<file path="src/rtl/klotski_motion_pkg.sv">
// Shared types for the tile-move gantry: FSM states, cell encoding, axis directions.
// Optional build macro: MOVE_EXEC_RETURN_HOME_EN adds the S_HOME state.
package klotski_motion_pkg;

  localparam int unsigned CELL_W  = 4;
  localparam logic        DIR_POS = 1'b1;
  localparam logic        DIR_NEG = 1'b0;

  typedef enum logic [2:0] {
    S_IDLE,
    S_TRAVEL,
    S_GRAB,
    S_CARRY,
    S_RELEASE,
    S_DONE
`ifdef MOVE_EXEC_RETURN_HOME_EN
    , S_HOME
`endif
  } state_t;

  // Sub-phase of a two-axis move: evaluate deltas, wait X, wait Y
  typedef enum logic [1:0] {
    MP_INIT,
    MP_XWAIT,
    MP_YWAIT
  } mphase_t;

  typedef struct packed {
    logic [1:0] row;
    logic [1:0] col;
  } cell_t;

endpackage

</file>
<file path="src/rtl/axis_stepper.sv">
// Single-axis step pulse generator: latches dir and step count on i_start, then emits
// i_steps pulses (low half-period first, then high), with a 1-cycle o_done at the end.
module axis_stepper #(
  parameter int unsigned HALF_PERIOD = 25000,
  parameter int unsigned CNT_W       = 24
) (
  input  logic             i_clk,
  input  logic             i_rst_n,
  input  logic             i_start,
  input  logic             i_dir,
  input  logic [CNT_W-1:0] i_steps,
  output logic             o_step,
  output logic             o_dir,
  output logic             o_done
);

  logic             r_active;
  logic             r_step;
  logic             r_dir;
  logic             r_done;
  logic [CNT_W-1:0] r_half_cnt;
  logic [CNT_W-1:0] r_step_cnt;
  logic             w_half_end;

  assign w_half_end = (r_half_cnt == CNT_W'(HALF_PERIOD - 1));

  // Half-period timer and remaining-step counter; step drops together with done
  always_ff @(posedge i_clk) begin
    if (!i_rst_n) begin
      r_active   <= 1'b0;
      r_step     <= 1'b0;
      r_dir      <= 1'b0;
      r_done     <= 1'b0;
      r_half_cnt <= '0;
      r_step_cnt <= '0;
    end else begin
      r_done <= 1'b0;
      if (!r_active) begin
        if (i_start) begin
          r_dir      <= i_dir;
          r_step_cnt <= i_steps;
          r_half_cnt <= '0;
          r_step     <= 1'b0;
          if (i_steps == '0) begin
            r_done <= 1'b1;
          end else begin
            r_active <= 1'b1;
          end
        end
      end else if (w_half_end) begin
        r_half_cnt <= '0;
        if (!r_step) begin
          r_step <= 1'b1;
        end else begin
          r_step     <= 1'b0;
          r_step_cnt <= r_step_cnt - CNT_W'(1);
          if (r_step_cnt == CNT_W'(1)) begin
            r_active <= 1'b0;
            r_done   <= 1'b1;
          end
        end
      end else begin
        r_half_cnt <= r_half_cnt + CNT_W'(1);
      end
    end
  end

  assign o_step = r_step;
  assign o_dir  = r_dir;
  assign o_done = r_done;

endmodule

</file>
<file path="src/rtl/move_executor.sv">
// Tile-move executor: travels the head to the start cell, grabs the tile with the magnet,
// carries it to the end cell along an X-then-Y path, releases, and pulses o_continue.
// Optional build macro: MOVE_EXEC_RETURN_HOME_EN returns the empty head to cell 0 before done.
module move_executor
  import klotski_motion_pkg::*;
#(
  parameter int unsigned STEPS_PER_CELL   = 400,
  parameter int unsigned STEP_HALF_PERIOD = 25000,
  parameter int unsigned SETTLE_CYCLES    = 5000000,
  parameter int unsigned CNT_W            = 24
) (
  input  logic              i_clk,
  input  logic              i_rst_n,
  input  logic              i_en,
  input  logic [CELL_W-1:0] i_start_block,
  input  logic [CELL_W-1:0] i_end_block,
  output logic              o_continue,
  output logic              o_busy,
  output logic              o_step_x,
  output logic              o_dir_x,
  output logic              o_step_y,
  output logic              o_dir_y,
  output logic              o_magnet,
  output logic [CELL_W-1:0] o_head_pos
);

  state_t           r_state;
  state_t           w_next_state;
  mphase_t          r_mphase;
  mphase_t          w_next_mphase;
  cell_t            r_head;
  cell_t            r_start;
  cell_t            r_end;
  cell_t            w_target;
  logic [CNT_W-1:0] r_cnt;
  logic             r_busy;
  logic             r_continue;
  logic             r_magnet;

  logic             w_in_motion;
  logic             w_move_fin;
  logic             w_settled;
  logic             w_x_start;
  logic             w_y_start;
  logic             w_x_done;
  logic             w_y_done;
  logic signed [2:0] w_dx;
  logic signed [2:0] w_dy;
  logic [1:0]       w_dx_mag;
  logic [1:0]       w_dy_mag;
  logic [CNT_W-1:0] w_x_steps;
  logic [CNT_W-1:0] w_y_steps;
  logic             w_x_dir;
  logic             w_y_dir;

  // Signed per-axis displacement from the head to the current motion target
  assign w_dx      = $signed({1'b0, w_target.col}) - $signed({1'b0, r_head.col});
  assign w_dy      = $signed({1'b0, w_target.row}) - $signed({1'b0, r_head.row});
  assign w_dx_mag  = w_dx[2] ? 2'(-w_dx) : 2'(w_dx);
  assign w_dy_mag  = w_dy[2] ? 2'(-w_dy) : 2'(w_dy);
  assign w_x_steps = CNT_W'(w_dx_mag) * CNT_W'(STEPS_PER_CELL);
  assign w_y_steps = CNT_W'(w_dy_mag) * CNT_W'(STEPS_PER_CELL);
  assign w_x_dir   = w_dx[2] ? DIR_NEG : DIR_POS;
  assign w_y_dir   = w_dy[2] ? DIR_NEG : DIR_POS;
  assign w_settled = (r_cnt == CNT_W'(SETTLE_CYCLES - 1));

  // Motion target per state and the X-then-Y sequencer shared by all motion states
  always_comb begin
    w_target      = cell_t'(CELL_W'(0));
    w_in_motion   = 1'b0;
    w_next_mphase = r_mphase;
    w_x_start     = 1'b0;
    w_y_start     = 1'b0;
    w_move_fin    = 1'b0;

    case (r_state)
      S_TRAVEL: begin w_target = r_start; w_in_motion = 1'b1; end
      S_CARRY:  begin w_target = r_end;   w_in_motion = 1'b1; end
`ifdef MOVE_EXEC_RETURN_HOME_EN
      S_HOME:   begin w_target = cell_t'(CELL_W'(0)); w_in_motion = 1'b1; end
`endif
      default:  ;
    endcase

    if (w_in_motion) begin
      case (r_mphase)
        MP_INIT: begin
          if (w_dx != 3'sd0) begin
            w_x_start     = 1'b1;
            w_next_mphase = MP_XWAIT;
          end else if (w_dy != 3'sd0) begin
            w_y_start     = 1'b1;
            w_next_mphase = MP_YWAIT;
          end else begin
            w_move_fin = 1'b1;
          end
        end
        MP_XWAIT: begin
          if (w_x_done) begin
            if (w_dy != 3'sd0) begin
              w_y_start     = 1'b1;
              w_next_mphase = MP_YWAIT;
            end else begin
              w_move_fin = 1'b1;
            end
          end
        end
        MP_YWAIT: begin
          if (w_y_done) begin
            w_move_fin = 1'b1;
          end
        end
        default: w_next_mphase = MP_INIT;
      endcase
      if (w_move_fin) begin
        w_next_mphase = MP_INIT;
      end
    end
  end

  // Next-state logic of the move FSM
  always_comb begin
    w_next_state = r_state;
    case (r_state)
      S_IDLE: begin
        if (i_en) begin
          w_next_state = (i_start_block == i_end_block) ? S_DONE : S_TRAVEL;
        end
      end
      S_TRAVEL:  if (w_move_fin) w_next_state = S_GRAB;
      S_GRAB:    if (w_settled)  w_next_state = S_CARRY;
      S_CARRY:   if (w_move_fin) w_next_state = S_RELEASE;
`ifdef MOVE_EXEC_RETURN_HOME_EN
      S_RELEASE: if (w_settled)  w_next_state = S_HOME;
      S_HOME:    if (w_move_fin) w_next_state = S_DONE;
`else
      S_RELEASE: if (w_settled)  w_next_state = S_DONE;
`endif
      S_DONE:    w_next_state = S_IDLE;
      default:   w_next_state = S_IDLE;
    endcase
  end

  // State, settle counter, head position, latched cells and registered outputs
  always_ff @(posedge i_clk) begin
    if (!i_rst_n) begin
      r_state    <= S_IDLE;
      r_mphase   <= MP_INIT;
      r_cnt      <= '0;
      r_head     <= cell_t'(CELL_W'(0));
      r_start    <= cell_t'(CELL_W'(0));
      r_end      <= cell_t'(CELL_W'(0));
      r_busy     <= 1'b0;
      r_continue <= 1'b0;
      r_magnet   <= 1'b0;
    end else begin
      r_state  <= w_next_state;
      r_mphase <= w_next_mphase;
      if ((r_state == S_GRAB || r_state == S_RELEASE) && w_next_state == r_state) begin
        r_cnt <= r_cnt + CNT_W'(1);
      end else begin
        r_cnt <= '0;
      end
      if (r_state == S_IDLE && i_en) begin
        r_start <= cell_t'(i_start_block);
        r_end   <= cell_t'(i_end_block);
      end
      if (r_mphase == MP_XWAIT && w_x_done) begin
        r_head.col <= w_target.col;
      end
      if (r_mphase == MP_YWAIT && w_y_done) begin
        r_head.row <= w_target.row;
      end
      r_busy     <= (w_next_state != S_IDLE) || (r_state == S_DONE);
      r_continue <= (r_state == S_DONE);
      r_magnet   <= (r_state == S_GRAB) || (r_state == S_CARRY);
    end
  end

  axis_stepper #(
    .HALF_PERIOD(STEP_HALF_PERIOD),
    .CNT_W      (CNT_W)
  ) u_axis_x (
    .i_clk  (i_clk),
    .i_rst_n(i_rst_n),
    .i_start(w_x_start),
    .i_dir  (w_x_dir),
    .i_steps(w_x_steps),
    .o_step (o_step_x),
    .o_dir  (o_dir_x),
    .o_done (w_x_done)
  );

  axis_stepper #(
    .HALF_PERIOD(STEP_HALF_PERIOD),
    .CNT_W      (CNT_W)
  ) u_axis_y (
    .i_clk  (i_clk),
    .i_rst_n(i_rst_n),
    .i_start(w_y_start),
    .i_dir  (w_y_dir),
    .i_steps(w_y_steps),
    .o_step (o_step_y),
    .o_dir  (o_dir_y),
    .o_done (w_y_done)
  );

  assign o_busy     = r_busy;
  assign o_continue = r_continue;
  assign o_magnet   = r_magnet;
  assign o_head_pos = r_head;

endmodule
</file>
<file path="config.mk">
export PLATFORM = sky130hd
export DESIGN_NAME = move_executor
export DESIGN_NICKNAME = d
export VERILOG_FILES = /design/src/rtl/klotski_motion_pkg.sv /design/src/rtl/axis_stepper.sv /design/src/rtl/move_executor.sv
export SDC_FILE = /design/constraint.sdc
export NUM_CORES = 1
export LEC_CHECK = 0
export ABC_CLOCK_PERIOD_IN_PS = 4500
export BUFFER_PORTS_ARGS = -buffer_cell sky130_fd_sc_hd__clkbuf_2
export CAP_MARGIN = 25
export CELL_PAD_IN_SITES_DETAIL_PLACEMENT = 0
export CELL_PAD_IN_SITES_GLOBAL_PLACEMENT = 1
export CORE_AREA = 2 2 162 164
export DETAILED_ROUTE_END_ITERATION = 8
export DIE_AREA = 0 0 164 166
export GPL_ROUTABILITY_DRIVEN = 0
export PLACE_DENSITY = 0.56
export SYNTH_ARGS = -nofsm -noshare
export SYNTH_HDL_FRONTEND = slang
export SYNTH_HIERARCHICAL = 1
export SYNTH_SLANG_ARGS = --single-unit
</file>
<file path="constraint.sdc">
create_clock -name i_clk -period 4.5 [get_ports i_clk]
set_input_delay 0.9 -clock i_clk [delete_from_list [all_inputs] [get_ports i_clk]]
set_output_delay 0.9 -clock i_clk [all_outputs]
set_load 0.05 [all_outputs]
</file>
# Word level (Yosys, flattened, before mapping)
# Index checks and enable logic that the tools add are counted.
[totals] wordCells=161 regBits=148 ramBits=0 in_bits=11 latchBits=0 out_inout_bits=11 mem_count=0 mem_bits_ro=0
[op_classes] muxes=79 shifts=0 bitwise_logic=2 eq_ne=20 n_reduce_logical=25 mul=2 add_sub_neg=9 n_lt_le_gt_ge=0 div=0
[op_table] cell="24-bit two-way mux" n=14
[op_table] cell="24-bit by 1-bit adder with 24-bit output, second input constant" n=3
[op_table] cell="24-bit by 1-bit equality test with 1-bit output, second input constant" n=2
[op_table] cell="24-bit by 15-bit equality test with 1-bit output, second input constant" n=2
[op_table] cell="24-bit zero test" n=2
[op_table] cell="1-bit two-way mux" n=48
[op_table] cell="24-bit by 1-bit subtractor with 24-bit output, second input constant" n=2
[op_table] cell="24-bit by 23-bit equality test with 1-bit output, second input constant" n=1
[op_table] cell="3-bit two-way mux" n=6
[op_table] cell="3-bit one-hot mux with 5 select lines" n=1
[op_table] cell="2-bit by 5-bit multiplier with 7-bit output, second input constant" n=2
[op_table] cell="2-bit two-way mux" n=6
[op_table] cell="2-bit AND reduction" n=5
[op_table] cell="3-bit AND reduction" n=3
[op_table] cell="3-bit nonzero test" n=3
[op_table] cell="2-bit inequality test, second input constant" n=4
[op_table] cell="4-bit one-hot mux with 2 select lines" n=1
[op_table] cell="3-bit by 2-bit equality test with 1-bit output, second input constant" n=2
[op_table] cell="3-bit equality test, second input constant" n=2
[op_table] cell="2-bit one-hot mux with 3 select lines" n=1
[op_table] cell="2-bit by 2-bit subtractor with 3-bit output" n=2
[op_table] cell="4-bit equality test" n=1
[op_table] cell="1-bit logical AND" n=4
[op_table] cell="2-bit negator" n=2
[op_table] cell="other kinds (14)" n=18

# Depth between registers and ports, before layout
[depth] word_depth=14 mapped_depth=17

# Cells and area by module
# The synthesis kept the hierarchy.
[by_module_without_submodules] module="axis_stepper" instances=2 cells_each=390 area_each_um2=2952.8
[by_module_without_submodules] module="move_executor" instances=1 cells_each=277 area_each_um2=2408.6

# Worst setup path before layout
# OpenSTA, ideal clock, no wires.
[synth_path] path_kind="flip-flop to flip-flop" startpoint="register r_state[1]" endpoint="register u_axis_x.r_step_cnt[13]" t_arrival_ns=3.512 setup_slack_ns=0.856 path_stages_with_launch=15 n_path_buf=3 period_less_slack_ns=3.644 cell_sequence="dfxtp_1 > clkbuf_1 > clkbuf_1 > mux2i_1 > nor2_1 > fa_1 > inv_1 > ha_1 > a2111oi_0 > inv_1 > nor2_1 > a31oi_1 > clkbuf_1 > a21oi_1 > o32ai_1"
[synth_lines] element="start, declared" line="move_executor.sv:27" rtl="state_t r_state;"
[synth_lines] element="start signal, assigned" line="move_executor.sv:157" rtl="r_state <= w_next_state;"
[synth_lines] element="end signal, assigned" line="axis_stepper.sv:41" rtl="r_step_cnt <= i_steps;"
[synth_lines] element="end signal, assigned" line="axis_stepper.sv:56" rtl="r_step_cnt <= r_step_cnt - CNT_W'(1);"
[synth_lines] element="end, declared" line="axis_stepper.sv:22" rtl="logic [CNT_W-1:0] r_step_cnt;"

# Worst setup path in the final report
[layout_path] startpoint="register r_state[0]" endpoint="register u_axis_y.r_step_cnt[16]"
[layout_between] elab_chain_len=10 word_cells_on_any_way=16 cone_classes="2 x add/sub; 2 x eq/ne; 7 x mux; 5 x reduce/logical"
[layout_lines] element="3-bit by 2-bit equality test with 1-bit output / 3-bit by 1-bit equality test with 1-bit output (equally long branches)" line="move_executor.sv:76" rtl="case (r_state)"
[layout_lines] element="4-bit one-hot mux with 2 select lines" line="move_executor.sv:76"
[layout_lines] element="2-bit by 2-bit subtractor with 3-bit output" line="move_executor.sv:58" rtl="assign w_dy = $signed({1'b0, w_target.row}) - $signed({1'b0, r_head.row});"
[layout_lines] element="3-bit nonzero test" line="move_executor.sv:91, move_executor.sv:100"
[layout_lines] element="1-bit two-way mux" line="move_executor.sv:91, move_executor.sv:100"
[layout_lines] element="1-bit two-way mux, on equally long branches" line="move_executor.sv:99, move_executor.sv:88"
[layout_lines] element="1-bit one-hot mux with 2 select lines" line="move_executor.sv:86" rtl="case (r_mphase)"
[layout_lines] element="1-bit two-way mux *" line="move_executor.sv:85" rtl="if (w_in_motion) begin"
[layout_lines] element="via w_y_start" line="move_executor.sv:44" rtl="logic w_y_start;"
[layout_lines] element="2-bit nonzero test (no source line) *"
[layout_lines] element="3-bit AND reduction (no source line) *"
[layout_lines] element="end signal, assigned" line="axis_stepper.sv:41"
[layout_lines] element="end signal, assigned" line="axis_stepper.sv:56"
[layout_lines] element="end, declared" line="axis_stepper.sv:22"
# Mark *: on every way through the listed nets, which the timed path passes. The rest lies on a longest branch.
# A chain may end at the register's enable or synchronous reset.

==> out/metrics.yaml <==
outcome: "completed"
swShare_pct: 28.38
ys_top_cells_by_count: "dfxtp_1 (148), nand2_1 (130), a21oi_1 (69)"
finalHoldViolations: 0
worst_setup_path_end_kind: "register"
synth_area_leaders: "dfxtp_1 (36%), nand2_1 (5.9%), nor4_1 (4.3%), a21oi_1 (4.2%), nand3_1 (3.6%)"
peakVddDrop_mv: 0.2194
rrSetupSlack_ns: 0.57
clkSinkCount: 148
synth_seq_cells: 148
clock_latency_ns: 0.43
synth_cells: 1057
area_growth_pct: 15.56
initial_utilization_pct: 32.46
clock-root-buffer: "clkbuf_16"
hp-class: "reg2reg"
grtUsageTotal_pct: 17.24
cp-start-kind: "register"
grt_pass1_vias: 7462
ant_nets: 0
fmax_mhz: 254.4
p_per_area_nw_per_um2: 312.2
synth-seq-area-share_pct: 35.64
maxCapViolations: 0
port_buffers: 21
wire_per_inst_um: 15.51
combinationalPowerShare_pct: 9.2
fin_area_um2: 9608
clkPwrFrac_pct: 45.4
yosysUniqueCellTypes: 67
nets: 1162
yosysTopAreaCell: "dfxtp_1"
fin_crit_sh_pct: 87.37
rsz0062_at_grt: "false"
fp.coreArea_um2: 25620
drcViolationCount: 0
min_period_ns: 3.932
die_y_um: 166
fillers: 2686
drv_slew: 0
routed_wl_um: 22980
syn_area_um2: 8314
final_layout_size_suffix_gt1_share_pct: 9.590
tightest_slew_ns: 1.006
path_clk_slew_ns: 0.07
timing.setup.tns_ns: 0
placed_cell_area_um2: 9059
max_slew_margin_pct: 32.61
p_seq_share_pct: 45.4
crit_required_ns: 4.85
clock-skew-final_ns: 0.01583
setup_violations: 0
antenna_cells: 0
die_area_um2: 27220
clockBufferDepth: 2
synth-async-reset-ratio_pct: 0
ys_warn_count: 6
postCtsHoldBufs: 0
synth_top_cell_area_share_pct: 35.64
grt_pass1_wl_um: 38550
cts_tree: "done"
vias: 7829
die_w_um: 164
io_pins: 22
drtPass1Iterations: 5
crit_fanout: 13
grt_antenna_before_repair: 0
ctsHtreeMaxLevel: 4
rows: 59
switching_power_uw: 851.1
vias_per_cell: 5.283
synth_edf_count: 0
total_leakage_power_nw: 3.496
path_class: "reg2reg"
grt_remaining_overflow: 0
synthMostInstantiatedCell: "dfxtp_1"
arrival_ns: 4.28
grt_max_degree: 28
dp_hpwl_um: 15700
internal-power_mw: 2.148
numCtsBuffers: 17
cts_setup_buffers: 0
ys.flop_type: "dfxtp_1"
cts_resized: 0
drtIter0Drc: 497
postSynthAreaPerCell_um2: 7.866
[registers in the layout (all words and copies together) (netlist names), 2 cells and up]
signal               cells
u_axis_x/r_step_cnt     24
o_head_pos               4
r_state                  3
r_cnt                   24
r_start                  4
r_end                    4
u_axis_y/r_half_cnt     24
u_axis_y/r_step_cnt     24
u_axis_x/r_half_cnt     24
r_mphase                 2
[power by group through the flow]
stage | Sequential [mW] | Clock (mW) | Combinational (mW)
2_1_floorplan | 1.39 | 0 | 0.204
3_3_place_gp | 1.39 | 0 | 0.281
3_5_place_dp | 1.39 | 0 | 0.277
4_1_cts | 1.36 | 1.41 | 0.279
5_1_grt | 1.37 | 1.46 | 0.315
6_report | 1.36 | 1.36 | 0.276
[kinds of logic after synthesis]
group | after synthesis | synth area share, %
XOR/XNOR | 29 | 3.055
flip-flops | 148 | 35.64
AO/OA/AOI/OAI | 267 | 21.16
other | 1 | 0.04510
AND/OR/NAND/NOR | 502 | 32.07
buffers and inverters | 81 | 3.792
adder cells (fa/ha/maj) | 17 | 2.739
multiplexers | 12 | 1.505
[layout make-up]
class	instances	area, um^2	area share [%]
Inverter	25	93.84	0.9767
Timing Repair Buffer	43	270.3	2.813
Multi-Input combinational cell	899	5313	55.29
Clock buffer	17	425.4	4.428
Tap cell	335	419.2	4.363
Clock inverter	15	123.9	1.289
Sequential cell	148	2963	30.84
[worst max-delay path: stages, from the launching register on]
cell      delay, ns
dfxtp_1        0.55
nand2b_1       0.31
or2_2          0.39
ha_1           0.18
inv_1          0.06
fa_1           0.43
inv_1          0.07
ha_1           0.18
nand3b_1       0.11
a21oi_1        0.38
nand2_1        0.19
o31ai_1        0.23
nand2_1        0.49
o22ai_1        0.28
[worst paths after layout]
kind,cells after the start,endpoint,from
worst max-delay path,13,u_axis_y/r_step_cnt[16],r_state[0]
worst min-delay path,2,r_start[2],r_start[2]
worst max register to register,13,u_axis_y/r_step_cnt[16],r_state[0]
worst min register to register,2,r_start[2],r_start[2]
[layout by cell type, fill, tap and decap left out, types with 10 or more instances in the layout]
master | netlist | routed
and3_1 | 23 | 23
nor4_1 | 57 | 57
ha_1 | 15 | 15
o31ai_1 | 11 | 11
xor2_1 | 21 | 21
nand2_1 | 130 | 130
and4_1 | 10 | 10
conb_1 | 1 | 72
nor2_1 | 57 | 57
buf_4 | 0 | 22
inv_1 | 21 | 21
a21boi_0 | 13 | 13
or4_1 | 10 | 10
or3_1 | 18 | 18
clkbuf_16 | 0 | 17
nand3_1 | 59 | 59
o22ai_1 | 24 | 24
dfxtp_1 | 148 | 148
a31oi_1 | 26 | 26
nand4_1 | 20 | 20
a211oi_1 | 13 | 11
nor3_1 | 48 | 48
o21ai_0 | 42 | 42
clkbuf_2 | 0 | 21
and2_1 | 11 | 11
a22oi_1 | 10 | 10
a21oi_1 | 69 | 69
nand2b_1 | 10 | 10
[per-layer routing]
layer	share of wire (%)	vias to the layer above	routed length, um	track usage (%)
li1	-	4077	-	-
met1	53	3649	12250	25.24
met2	43	92	9915	26.32
met3	2.6	11	601	3.172
met4	0.93	0	213	3.699
met5	0	-	0	0
[metrics by stage]
stage               worst slack [ns]  instances  hold WS [ns]  power (mW)  utilization, %
finish                        0.5685       1482        0.4741       2.999           37.51
global placement              0.7045       1450        0.4552       1.673           35.36
global route                  0.1251       1482        0.4953       3.144           37.51
floorplan                     0.8561       1128        0.4404       1.591               -
detailed placement            0.5571       1450        0.4644       1.668           35.36
CTS                           0.5517       1482        0.4754       3.048           37.51
Note: power is estimated with default switching activity, not from simulation.
